**src/rtl/mul_accumulator_pkg.sv**
```systemverilog
// Shared constants and state encoding for the multiply-accumulate run controller.
package mul_accumulator_pkg;

  localparam int ACC_W_DEF = 12;
  localparam int LEN_W     = 4;
  localparam int PROD_W    = 8;

  typedef enum logic [1:0] {
    ST_IDLE  = 2'd0,
    ST_ACCUM = 2'd1,
    ST_DONE  = 2'd2
  } state_t;

endpackage

```
**src/rtl/mul_accumulator_if.sv**
```systemverilog
// Product stream and result bus between the upstream multiplier/controller and the accumulator.
interface mul_accumulator_if
  import mul_accumulator_pkg::*;
#(
  parameter int ACC_W = ACC_W_DEF
);
  logic              start;
  logic [LEN_W-1:0]  len;
  logic [PROD_W-1:0] prod;
  logic              prod_valid;
  logic              prod_ready;
  logic [ACC_W-1:0]  acc_out;
  logic              acc_valid;
  logic              busy;
  logic              ovf;

  modport master (
    output start, len, prod, prod_valid,
    input  prod_ready, acc_out, acc_valid, busy, ovf
  );

  modport slave (
    input  start, len, prod, prod_valid,
    output prod_ready, acc_out, acc_valid, busy, ovf
  );
endinterface

```
**src/rtl/mul_accumulator_beat_counter.sv**
```systemverilog
// Remaining-beat counter: loads len at run start, counts down on each non-final beat.
module beat_counter
  import mul_accumulator_pkg::*;
#(
  parameter int W = LEN_W
) (
  input  logic         clk,
  input  logic         rst,
  input  logic         i_load,
  input  logic [W-1:0] i_load_val,
  input  logic         i_dec,
  output logic         o_zero
);
  logic [W-1:0] r_count;

  always_ff @(posedge clk) begin
    if (rst) begin
      r_count <= '0;
    end else if (i_load) begin
      r_count <= i_load_val;
    end else if (i_dec && (r_count != '0)) begin
      r_count <= r_count - W'(1);
    end
  end

  assign o_zero = (r_count == '0);

endmodule

```
**src/rtl/mul_accumulator.sv**
```systemverilog
// Accumulates a run of len+1 unsigned 8-bit products; pulses acc_valid once with the
// modulo-2^ACC_W sum and keeps a sticky overflow flag for the run.
module mul_accumulator
  import mul_accumulator_pkg::*;
#(
  parameter int ACC_W = ACC_W_DEF
) (
  input  logic               clk,
  input  logic               rst,
  mul_accumulator_if.slave   bus
);
  state_t           r_state;
  state_t           w_next;
  logic [ACC_W-1:0] r_acc;
  logic             r_ovf;
  logic             w_start;
  logic             w_beat;
  logic             w_zero;
  logic [ACC_W:0]   w_sum;

  // Extra top bit carries the true-sum overflow out of the modulo accumulator.
  function automatic logic [ACC_W:0] add_wide(input logic [ACC_W-1:0] a,
                                               input logic [PROD_W-1:0] b);
    return {1'b0, a} + {{(ACC_W + 1 - PROD_W){1'b0}}, b};
  endfunction

  assign w_start = (r_state == ST_IDLE) && bus.start;
  assign w_beat  = (r_state == ST_ACCUM) && bus.prod_valid;
  assign w_sum   = add_wide(r_acc, bus.prod);

  beat_counter #(.W(LEN_W)) u_beat_counter (
    .clk        (clk),
    .rst        (rst),
    .i_load     (w_start),
    .i_load_val (bus.len),
    .i_dec      (w_beat),
    .o_zero     (w_zero)
  );

  always_ff @(posedge clk) begin
    if (rst) begin
      r_state <= ST_IDLE;
    end else begin
      r_state <= w_next;
    end
  end

  always_comb begin
    w_next = r_state;
    case (r_state)
      ST_IDLE:  if (bus.start) w_next = ST_ACCUM;
      ST_ACCUM: if (w_beat && w_zero) w_next = ST_DONE;
      ST_DONE:  w_next = ST_IDLE;
      default:  w_next = ST_IDLE;
    endcase
  end

  // Accumulator and sticky overflow; cleared on start, frozen outside ACCUM.
  always_ff @(posedge clk) begin
    if (rst) begin
      r_acc <= '0;
      r_ovf <= 1'b0;
    end else if (w_start) begin
      r_acc <= '0;
      r_ovf <= 1'b0;
    end else if (w_beat) begin
      r_acc <= w_sum[ACC_W-1:0];
      if (w_sum[ACC_W]) r_ovf <= 1'b1;
    end
  end

  assign bus.prod_ready = (r_state == ST_ACCUM);
  assign bus.acc_valid  = (r_state == ST_DONE);
  assign bus.busy       = (r_state == ST_ACCUM) || (r_state == ST_DONE);
  assign bus.acc_out    = r_acc;
  assign bus.ovf        = r_ovf;

endmodule

```
**src/flat_wrapper.sv**
```systemverilog
// flat-port wrapper written by rule: the top's interface ports become plain ports
module mul_accumulator_flat import mul_accumulator_pkg::*;
#(
  parameter int ACC_W = ACC_W_DEF
)
  (clk, rst, bus_start, bus_len, bus_prod, bus_prod_valid, bus_prod_ready, bus_acc_out, bus_acc_valid, bus_busy, bus_ovf);
  mul_accumulator_if #(.ACC_W(ACC_W)) bus_i ();
  input  logic clk;
  input  logic rst;
  input wire logic [$bits(bus_i.start)-1:0] bus_start;
  input wire logic [$bits(bus_i.len)-1:0] bus_len;
  input wire logic [$bits(bus_i.prod)-1:0] bus_prod;
  input wire logic [$bits(bus_i.prod_valid)-1:0] bus_prod_valid;
  output wire logic [$bits(bus_i.prod_ready)-1:0] bus_prod_ready;
  output wire logic [$bits(bus_i.acc_out)-1:0] bus_acc_out;
  output wire logic [$bits(bus_i.acc_valid)-1:0] bus_acc_valid;
  output wire logic [$bits(bus_i.busy)-1:0] bus_busy;
  output wire logic [$bits(bus_i.ovf)-1:0] bus_ovf;
  assign bus_i.start = bus_start;
  assign bus_i.len = bus_len;
  assign bus_i.prod = bus_prod;
  assign bus_i.prod_valid = bus_prod_valid;
  assign bus_prod_ready = bus_i.prod_ready;
  assign bus_acc_out = bus_i.acc_out;
  assign bus_acc_valid = bus_i.acc_valid;
  assign bus_busy = bus_i.busy;
  assign bus_ovf = bus_i.ovf;
  mul_accumulator #(.ACC_W(ACC_W)) u_core (.clk(clk), .rst(rst), .bus(bus_i));
endmodule
```
**config.mk**
```make
export PLATFORM = sky130hd
export DESIGN_NAME = mul_accumulator_flat
export DESIGN_NICKNAME = d
export VERILOG_FILES = /design/src/rtl/mul_accumulator_pkg.sv /design/src/rtl/mul_accumulator_if.sv /design/src/rtl/mul_accumulator_beat_counter.sv /design/src/rtl/mul_accumulator.sv /design/src/flat_wrapper.sv
export SDC_FILE = /design/constraint.sdc
export NUM_CORES = 1
export LEC_CHECK = 0
export BUFFER_PORTS_ARGS = -buffer_cell sky130_fd_sc_hd__buf_2
export CELL_PAD_IN_SITES_DETAIL_PLACEMENT = 0
export CELL_PAD_IN_SITES_GLOBAL_PLACEMENT = 1
export CORE_MARGIN = 1.5
export CORE_UTILIZATION = 41
export DETAILED_ROUTE_END_ITERATION = 10
export GPL_TIMING_DRIVEN = 1
export HOLD_SLACK_MARGIN = 0.02
export PLACE_DENSITY_LB_ADDON = 0.1
export SLEW_MARGIN = 25
export SYNTH_ARGS = -nofsm -noshare
export SYNTH_HDL_FRONTEND = slang
export SYNTH_SLANG_ARGS = --single-unit
export TNS_END_PERCENT = 5
```
**constraint.sdc**
```tcl
create_clock -name clk -period 3.12 [get_ports clk]
set_clock_uncertainty 0.05 [all_clocks]
set_input_delay 0.312 -clock clk [delete_from_list [all_inputs] [get_ports clk]]
set_output_delay 0.312 -clock clk [all_outputs]
set_load 0.02 [all_outputs]
```
# After elaboration in Yosys (flattened, before gate mapping)
# Index checks and enable logic that the tools add are counted.
[totals]
elab_cells = 27
inputBits = 16
register_bits = 19
out_inout_bits = 16
[op_classes]
reduce_logical = 12
n_eq_ne = 4
n_addsub = 2
mux = 5
[op_table]
columns = ["operator", "n"]
rows = [
  ["12-bit by 8-bit adder with 13-bit output", 1],
  ["4-bit 2-to-1 mux", 2],
  ["1-bit logical AND", 4],
  ["4-bit logical NOT", 1],
  ["2-bit 2-to-1 mux", 2],
  ["2-bit case mux with 2 select lines", 1],
  ["2-bit AND reduction", 2],
  ["4-bit nonzero test", 1],
  ["4-bit by 1-bit subtractor with 4-bit output, second input constant", 1],
  ["2-bit by 1-bit equality test with 1-bit output, second input constant", 1],
  ["2-bit equality test, second input constant", 1],
  ["2-bit logical NOT", 1],
  ["2-bit by 1-bit != test with 1-bit output, second input constant", 1],
  ["2-bit != test, second input constant", 1],
  ["2-bit nonzero test", 1],
  ["2-bit OR reduction", 1],
  ["1-bit logical OR", 1],
]

# Longest topological paths before layout
# Gate-level depths: netlist of the first run.
[depth]
ltp_word = 5
depth_mapped = 7
depth_no_buf = 6

# Hierarchy
# A second synthesis of the first run with hierarchy kept.
[hier_totals]
cells_unflattened = 149
area_unflattened_um2 = 1293.7
[by_module_without_submodules]
columns = ["module", "area_per_inst_um2", "instances", "seq_area_each_um2", "cells_per_inst"]
rows = [
  ["mul_accumulator", 1031.0, 1, 300.3, 120],
  ["beat_counter", 262.8, 1, 80.1, 29],
]

# Worst setup path before layout of the first run
# No wires, ideal clock.
[synth_timing]
path_type = "register to register"
start = "register u_core.r_acc[6], in the netlist u_core.bus.acc_out[6]"
end = "register u_core.r_acc[11], in the netlist u_core.bus.acc_out[11]"
setup_slack_ns = 1.255
stages_incl_launch_ff = 7
path_buffers = 1
setup_ns = 0.074
arrival_time_ns = 1.741
required_time_ns = 2.996
synth_period_minus_slack_ns = 1.865
cell_sequence = "dfxtp_1 ha_1 buf_2 nand4_1 or3_4 a2111o_1 o21ai_0"
[synth_between]
elab_chain_cells = 1
[synth_rtl]
columns = ["element", "line_no", "text"]
rows = [
  ["start, declared", "mul_accumulator.sv:14", "logic [ACC_W-1:0] r_acc;"],
  ["start signal, assigned", "mul_accumulator.sv:67", "r_acc <= w_sum[ACC_W-1:0];"],
  ["12-bit by 8-bit adder with 13-bit output", "mul_accumulator.sv:24", "return {1'b0, a} + {{(ACC_W + 1 - PROD_W){1'b0}}, b};"],
]
# Every way passes these cells.
# A chain may end at the register's enable or synchronous reset.

# Worst setup path after layout of the first run
[layout_timing]
start = "register u_core.r_acc[0], in the netlist u_core.bus.acc_out[0]"
end = "register u_core.r_acc[10], in the netlist u_core.bus.acc_out[10]"
# The elaborated chain is that of the path after synthesis.

==> run_results.csv, run 1 <==
group,metric,value,unit
cts,cts_tree,"yes",
cts,insertion_delay,0.30,ns
pwr,p_per_area,571.4,nW/um^2
die,die_x,58.57,microns
worst_setup_path,end_kind,"flop",
outcome,status,"finished clean",
final_layout,layout_common_cells,"31 x buf_2, 19 x dfxtp_1, 15 x nand2_1, 15 x ha_1, 13 x a21oi_1",
die,dieArea,3430,sq um
cts,cts.repair.resized,0,
global_route,grt_pass1_vias,1142,
worst_setup_path,crit_type,"reg -> reg",
worst_setup_path,cp_num_buf_inv,0,
cts,cts_buffer_depth,2,
synth,synthDistinctLibCells,34,
synth,yosys-top-cells-area,"dfxtp_1 30%, ha_1 15%, a21oi_1 5.1%",
sta,relSlewSlack,64.58,%
worst_setup_path,critical-path-slowest-cell,"fa_1",
sta,fin_crit_sh,61.71,%
synth,synth_seq_cells,19,
synth,syn_inst,148,
pwr,ir_drop,347.7,uV
final_layout,nNetsFinal,212,
sta,hold_viol_final,0,
sta,tightest_slew,0.5313,ns
routing,drt_pass1_iterations,4,
global_route,grt_use_total,19.23,%
sta,finalSetupTns,0,ns
synth,ys_seq_area_share,30.04,%
sta,setup_viol,0,
global_route,grt_overflow,0,
routing,drc,0,
hold_path,hold_path.class,"in -> reg",
cts,cts_root_buf,"clkbuf_4",
synth,syn_avg_cell_area,8.556,sq um
final_layout,drive_gt1_share,20.67,%
worst_setup_path,path_cells,"ha_1 -> fa_1 -> a211oi_1 -> o211ai_1 -> nand4_1 -> mux2i_1",
die,num_rows,19,
synth,synth_edf_count,0,
cts,clock_sink_count,19,
synth,async_reset_ff_share,0,%
worst_setup_path,arrival,2.12,ns
worst_setup_path,crit_required,3.31,ns
cts,cts_hold_buf,0,
die,die_h,58.57,microns
global_route,antenna_found_initial,0,
global_route,grt_max_degree,15,
synth,synth_top_area_share,30.04,%
sta,drv_slew,0,
routing,wl_per_cell,14.06,microns
sta,min_period,1.925,ns
final_layout,n_antenna_cell,0,
pwr,finalPower,0.8415,mW
run,maxCapViolCount,0,
synth,yosysWarnings,0,
cts,cts_max_level,1,
die,coreArea,2853,sq um
final_layout,final_common_cell,"buf_2",
cts,post-cts-setup-buffer-count,0,
routing,routed_wl,2.953,mm
routing,drt_iter0_drc,60,
synth,synth_top_cell_by_area,"dfxtp_1",
final_layout,syn2layout_area_growth,16.30,%
die,io-pin-count,32,
sta,fmax,0.5194,GHz
cts,numCtsBuffers,3,
worst_setup_path,critPathTopFamily,"adder cells",
worst_setup_path,slowest_delay,0.43,ns
global_route,grt_pass1_wl,5.126,mm
worst_setup_path,crit_path_start_kind,"flop",
synth,syn_area,1266,sq um
pwr,leakagePower,0.6485,nW
routing,drtAntennaViolNets,0,
placed_design,place_congestion,0.7486,
die,start_util,44.39,%
routing,drt-vias-per-instance,5.557,
sta,grt_setup_unrepaired,"no",
synth,synthFlopType,"dfxtp_1",
worst_setup_path,path_max_fanout,3,
routing,via_count,1167,
placed_design,detailedPlacementHpwl,2.265,mm
placed_design,placement.io_buffers,31,
synth,synth_fp_nets,180,
cts,clk_transition_reported_paths,0.12,ns
-- synth_stat cells, types with 2 or more instances --
cell,count
dfxtp_1,19
ha_1,15
nand2_1,15
a21oi_1,13
nand3_1,12
o21ai_0,8
a211oi_1,7
nor2_1,7
xor2_1,6
o211ai_1,5
inv_1,4
mux2i_1,4
a21o_1,3
clkbuf_1,3
a2111o_1,2
buf_2,2
nand2b_1,2
nand4_1,2
nor3_1,2
o21a_1,2
xnor2_1,2
-- metal layers --
| layer | part of all wire (%) | routed length [microns] | track usage, % | up-vias |
|---|---|---|---|---|
| li1 | - | - | - | 610 |
| met1 | 54 | 1587 | 28.57 | 531 |
| met2 | 41 | 1222 | 28.89 | 24 |
| met3 | 4.2 | 124 | 1.978 | 2 |
| met4 | 0.58 | 17 | 6.818 | 0 |
| met5 | 0 | 0 | 0 | - |
-- layout make-up --
cell class / instances / area [sq um]
Timing Repair Buffer: 32 / 162.7
Sequential cell: 19 / 380.4
Multi-Input combinational cell: 120 / 849.6
Fill cell: 304 / 1380
Tap cell: 31 / 38.79
Inverter: 4 / 15.01
Clock buffer: 4 / 26.28
-- worst paths after layout --
check                              from                          endpoint  slack, ns  cells past startpoint
setup / recovery  u_core.bus.acc_out[0]            u_core.bus.acc_out[10]       1.19                      6
setup reg to reg  u_core.bus.acc_out[0]            u_core.bus.acc_out[10]       1.19                      6
hold / removal               bus_len[1]  u_core.u_beat_counter.r_count[1]       0.21                      3
hold reg to reg   u_core.bus.acc_out[0]             u_core.bus.acc_out[0]       0.43                      2
-- through the flow --
step	worst slack (ns)	instances	cell area, sq um	util [%]	hold WS, ns
2_1_floorplan	1.255	148	1266	-	0.4238
3_3_place_gp	1.171	206	1446	50.70	0.4121
3_5_place_dp	1.138	206	1446	50.70	0.4167
4_1_cts	1.179	210	1473	51.62	0.2007
5_1_grt	1.017	210	1473	51.62	0.2004
6_report	1.195	210	1473	51.62	0.2090
-- worst reg2reg max path: cells and delay by family, from the launching register on --
kind | cells | cell delay [ns]
multiplexers | 1 | 0.19
AND/OR/NAND/NOR | 1 | 0.16
AO/OA/AOI/OAI | 2 | 0.46
flip-flops | 1 | 0.34
adder cells (fa/ha/maj) | 2 | 0.67
-- power by group --
part / switching [mW] / leakage (nW) / internal, mW
sequential: 0.0299 / 0.155 / 0.279
clock: 0.0842 / 0.0150 / 0.0498
combinational: 0.245 / 0.479 / 0.154
total: 0.359 / 0.649 / 0.482
-- logic make-up after synthesis --
family	after synthesis	share of synthesized area (%)
multiplexers	4	3.162
buffers and inverters	9	2.865
XOR/XNOR	8	5.534
AO/OA/AOI/OAI	45	23.32
AND/OR/NAND/NOR	47	18.68
adder cells (fa/ha/maj)	16	16.40
flip-flops	19	30.04
-- flip-flops by register name, indices dropped and copies added, names as in the netlist --
signal                         flops
u_core.bus.ovf                     1
u_core.u_beat_counter.r_count      4
u_core.r_state                     2
u_core.bus.acc_out                12
Note: power is estimated with default switching activity, not from simulation.
==> run 2, diff against run 1 <==
CORE_UTILIZATION = 38   (was 41)
clock period = 1.8 ns   (was 3.12 ns; I/O delays follow)
==> run 2 against run 1 <==
- non-clock buffer count is 12 higher
- maximum frequency is 8.9% higher
- hold slack worse by 0.13 ns
- utilization is 0.92 points higher
- sequential share of layout area is 2.3 points lower
- cell area is 11% higher
- first-iteration DRC count is 40% higher
==> run_results.csv, run 2 (synthesized netlist as in run 1, its figures left out) <==
group,metric,value,unit
outcome,status,"finished clean",
routing,wl_per_cell,13.22,microns
final_layout,seq_area,384.1,sq um
sta,hold_viol_final,0,
sta,tightest_slew,0.4489,ns
sta,setup_viol,0,
die,dieArea,3688,sq um
cts,numCtsBuffers,3,
placed_design,place_congestion,0.8089,
global_route,grt_max_degree,14,
routing,drt-vias-per-instance,5.123,
cts,clock_sink_count,19,
worst_setup_path,path_cells,"ha_2 -> o211ai_1 -> or3_4 -> a2111o_1 -> o21ai_2",
global_route,grt_pass1_vias,1133,
worst_setup_path,setup.worst_path.start,"u_core.bus.acc_out[2]",
global_route,grt_use_total,18.79,%
worst_setup_path,reg2reg_from,"u_core.bus.acc_out[2]",
final_layout,nFillCells,337,
final_layout,n_antenna_cell,0,
sta,setup_ws,0.03179,ns
routing,drc,0,
worst_setup_path,path_max_fanout,4,
routing,via_count,1204,
placed_design,preCtsSetupSlack,-0.06422,ns
pwr,finalPower,1.552,mW
worst_setup_path,crit_required,2.00,ns
sta,min_period,1.768,ns
pwr,ir_drop,475.2,uV
placed_design,placedCellCount,229,
worst_setup_path,crit_type,"reg -> reg",
worst_setup_path,crit_path_start_kind,"flop",
cts,insertion_delay,0.31,ns
cts,cts_max_level,1,
cts,cts_root_buf,"clkbuf_4",
sta,fmax,0.5655,GHz
sta,fin_crit_sh,98.23,%
worst_setup_path,r2r-end,"u_core.bus.acc_out[9]",
worst_setup_path,rrSetupSlack,0.03,ns
final_layout,syn2layout_area_growth,28.75,%
die,num_rows,20,
cts,cts_hold_buf,0,
die,coreArea,3103,sq um
final_layout,utilization,52.54,%
worst_setup_path,end_kind,"flop",
routing,routed_wl,3.107,mm
run,maxCapViolCount,0,
global_route,grt_overflow,0,
worst_setup_path,ff2ff_path_depth,5,
pwr,p_per_area,952.0,nW/um^2
cts,clk_transition_reported_paths,0.12,ns
placed_design,placement.io_buffers,31,
die,die_x,60.73,microns
die,start_util,40.81,%
die,io-pin-count,32,
routing,drtAntennaViolNets,0,
pwr,leakagePower,0.7138,nW
global_route,antenna_found_initial,0,
global_route,grt_pass1_wl,5.195,mm
hold_path,hold_path.class,"in -> reg",
cts,cts_tree,"yes",
worst_setup_path,crit_end,"u_core.bus.acc_out[9]",
sta,drv_slew,0,
routing,drt_pass1_iterations,4,
final_layout,layoutNonFillerInstCount,235,
final_layout,nNetsFinal,224,
sta,relSlewSlack,70.00,%
final_layout,largest_reg_flops,12,
final_layout,multi_input_area,897.1,sq um
worst_setup_path,arrival,1.97,ns
final_layout,drive_gt1_share,31.94,%
worst_setup_path,slowest_delay,0.43,ns
die,die_h,60.73,microns
final_layout,final_common_cell,"buf_2",
placed_design,detailedPlacementHpwl,2.368,mm
sta,grt_setup_unrepaired,"yes",
worst_setup_path,critical-path-slowest-cell,"or3_4",
routing,drt_iter0_drc,84,
final_layout,layout_common_cells,"31 x buf_2, 16 x dfxtp_1, 15 x nand2_1",
cts,cts_buffer_depth,2,
run 2: worst min path at each step:
stage | slack, ns | depth (start not counted) | to | from
after global routing | 0.08 | 3 | u_core.u_beat_counter.r_count[3] | bus_len[3]
after floorplan | 0.29 | 2 | u_core.u_beat_counter.r_count[1] | bus_start
after detailed placement | 0.41 | 2 | u_core.bus.ovf | u_core.bus.ovf
final | 0.08 | 3 | u_core.u_beat_counter.r_count[1] | bus_len[1]
after global placement | 0.40 | 3 | u_core.u_beat_counter.r_count[1] | bus_len[1]
after CTS | 0.07 | 3 | u_core.u_beat_counter.r_count[1] | bus_len[1]
run 2: routing by layer:
layer / wire length (microns) / track usage (%)
met1: 1650 / 27.15
met2: 1351 / 28.57
met3: 89 / 2.345
met4: 15 / 7.143
met5: 0 / 0
run 2: stage by stage:
stage | area, sq um | setup TNS [ns] | hold slack, ns
2_1_floorplan | 1272 | -0.05518 | 0.2918
4_1_cts | 1602 | 0 | 0.07266
3_3_place_gp | 1544 | 0 | 0.3986
6_report | 1630 | 0 | 0.07693
3_5_place_dp | 1544 | -0.1646 | 0.4107
5_1_grt | 1630 | -0.01786 | 0.08072
run 2: area by class of cell:
type,instances,share of cell area (%)
flip-flops and latches,19,23.56
inverters,4,0.9210
clock buffers,4,1.612
well taps,44,3.377
repair buffers,44,15.50
multi-input cells,120,55.03
run 2: power breakdown:
part	internal, mW	switching, mW	leakage [nW]	total, mW
Clock	0.0865	0.152	0.0150	0.239
Combinational	0.331	0.446	0.543	0.777
Sequential	0.485	0.0512	0.156	0.536
run 2: what timing repair did:
action                                  CTS  global route
buffers inserted                          2             0
pin swaps                                 4             7
endpoints found under the setup margin    4             9
resized for setup                         4            10
run 2: critical path: cells and delay by family (launching register included):
kind,cells,cell delay [ns]
adder cells (fa/ha/maj),1,0.32
flip-flops,1,0.35
AND/OR/NAND/NOR,1,0.43
AO/OA/AOI/OAI,3,0.56
==> run 3, diff against run 2 <==
CORE_UTILIZATION = 40   (was 38)
CTS_BUF_LIST = sky130_fd_sc_hd__clkbuf_4 sky130_fd_sc_hd__clkbuf_8   (was unset)
==> run 3 against run 2 <==
- die area decreased by 4.8%
- register-to-register slack improved by 0.02 ns
- critical endpoint is now u_core.bus.acc_out[11]
- critical path depth unchanged
- worst setup slack improved by 0.021 ns
- largest cell class unchanged
- combinational power increased by 8.4%
- non-clock buffer count increased by 3
- utilization increased by 4.6 points
- final cell count increased by 1.3%
- power increased by 4.1%
==> run_results.csv, run 3 (synthesized netlist as in run 1, its figures left out) <==
group,metric,value,unit
worst_setup_path,arrival,1.96,ns
pwr,pwr-share-comb,52.1,%
placed_design,place_congestion,0.7656,
placed_design,preCtsSetupSlack,-0.04190,ns
sta,drv_slew,0,
routing,drc,0,
sta,fmax,0.5724,GHz
worst_setup_path,crit_path_start_kind,"flop",
routing,drt_pass1_iterations,4,
global_route,grt_max_degree,14,
die,dieArea,3512,sq um
cts,cts_tree,"yes",
pwr,leakagePower,0.7341,nW
sta,min_period,1.747,ns
worst_setup_path,path_max_fanout,4,
global_route,grt_pass1_wl,5.361,mm
sta,grt_setup_unrepaired,"yes",
global_route,grt_overflow,0,
routing,wl_per_cell,14.04,microns
global_route,antenna_found_initial,0,
final_layout,drive_gt1_share,36.60,%
cts,insertion_delay,0.31,ns
hold_path,hold_path.class,"in -> reg",
pwr,p_switching,0.6752,mW
routing,routed_wl,3.342,mm
routing,via_count,1260,
pwr,internal-power,0.9411,mW
die,die_h,59.27,microns
outcome,status,"finished clean",
placed_design,detailedPlacementHpwl,2.415,mm
die,start_util,41.82,%
sta,hold_viol_final,0,
global_route,grt_use_total,20.34,%
sta,setup_viol,0,
pwr,sw_frac_of_total,41.77,%
die,coreArea,3028,sq um
worst_setup_path,crit_required,2.01,ns
pwr,p_per_area,934.0,nW/um^2
routing,drt-vias-per-instance,5.294,
pwr,ir_drop,692.1,uV
routing,drt_iter0_drc,62,
final_layout,layout_common_cells,"31 x buf_2, 15 x nand2_1, 15 x buf_4",
run,maxCapViolCount,0,
sta,fin_crit_sh,97.06,%
sta,tightest_slew,0.4363,ns
worst_setup_path,crit_type,"reg -> reg",
cts,numCtsBuffers,3,
sta,relSlewSlack,70.84,%
sta,setup_ws,0.05284,ns
cts,clock_sink_count,19,
final_layout,syn2layout_area_growth,36.66,%
routing,drtAntennaViolNets,0,
final_layout,final_common_cell,"buf_2",
final_layout,n_antenna_cell,0,
die,die_x,59.27,microns
cts,cts_max_level,1,
pwr,seq_power_share,33.5,%
pwr,p_clk_share,14.4,%
final_layout,largest_reg_flops,12,
placed_design,placement.io_buffers,31,
worst_setup_path,end_kind,"flop",
final_layout,utilization,57.15,%
die,io-pin-count,32,
final_layout,nNetsFinal,227,
global_route,grt_pass1_vias,1188,
cts,cts_root_buf,"clkbuf_4",
cts,clk_transition_reported_paths,0.12,ns
cts,cts_buffer_depth,2,
die,num_rows,20,
sta,finalSetupTns,0,ns
final_layout,nFillCells,274,
pwr,finalPower,1.616,mW
## run 3: what timing repair did
action,in CTS,in global routing
resized for setup,4,17
hold buffers,0,0
buffers inserted,2,1
pin swaps,4,9
setup endpoints to repair,3,14
## run 3: final cells by class
| cell class | instances | area [sq um] | share of cell area (%) |
|---|---|---|---|
| inverter | 4 | 15.01 | 0.8677 |
| timing repair buffer | 47 | 287.8 | 16.63 |
| tap | 44 | 55.05 | 3.181 |
| clock inverter | 1 | 5.005 | 0.2892 |
| multi-input combinational | 120 | 954.7 | 55.17 |
| clock buffer | 3 | 22.52 | 1.302 |
| sequential | 19 | 390.4 | 22.56 |
## run 3: worst paths after layout
| path | startpoint | slack [ns] | endpoint | cells past startpoint |
|---|---|---|---|---|
| hold reg to reg | u_core.bus.acc_out[11] | 0.45 | u_core.bus.acc_out[11] | 2 |
| setup / recovery | u_core.bus.acc_out[4] | 0.05 | u_core.bus.acc_out[11] | 5 |
| setup reg to reg | u_core.bus.acc_out[4] | 0.05 | u_core.bus.acc_out[11] | 5 |
| hold / removal | bus_len[1] | 0.07 | u_core.u_beat_counter.r_count[1] | 3 |
## run 3: power by group through the flow
| stage | logic (mW) | registers, mW | clock network (mW) |
|---|---|---|---|
| 2_1_floorplan | 0.511 | 0.556 | 0 |
| 3_3_place_gp | 0.769 | 0.540 | 0 |
| 3_5_place_dp | 0.789 | 0.542 | 0 |
| 4_1_cts | 0.802 | 0.534 | 0.238 |
| 5_1_grt | 0.940 | 0.551 | 0.251 |
| 6_report | 0.842 | 0.542 | 0.233 |
## run 3: metal layers
metal	global-route usage (%)	vias up	share of wire, %
met5	0	-	0
met2	29.98	30	45
met4	10.06	0	1.5
met3	3.493	4	3.8
li1	-	633	-
met1	28.42	593	50
## run 3: worst max-delay path, cell delays in order (launching register included)
cell      delay, ns
dfxtp_2        0.36
ha_4           0.26
o211ai_1       0.13
or3_4          0.41
a2111o_1       0.42
o21ai_1        0.07
## run 3: metrics by stage
step	hold WS [ns]	std cells	area, sq um
2_1_floorplan	0.2918	148	1272
3_3_place_gp	0.4006	232	1579
3_5_place_dp	0.4110	232	1579
4_1_cts	0.06589	238	1638
5_1_grt	0.06859	238	1730
6_report	0.07064	238	1730
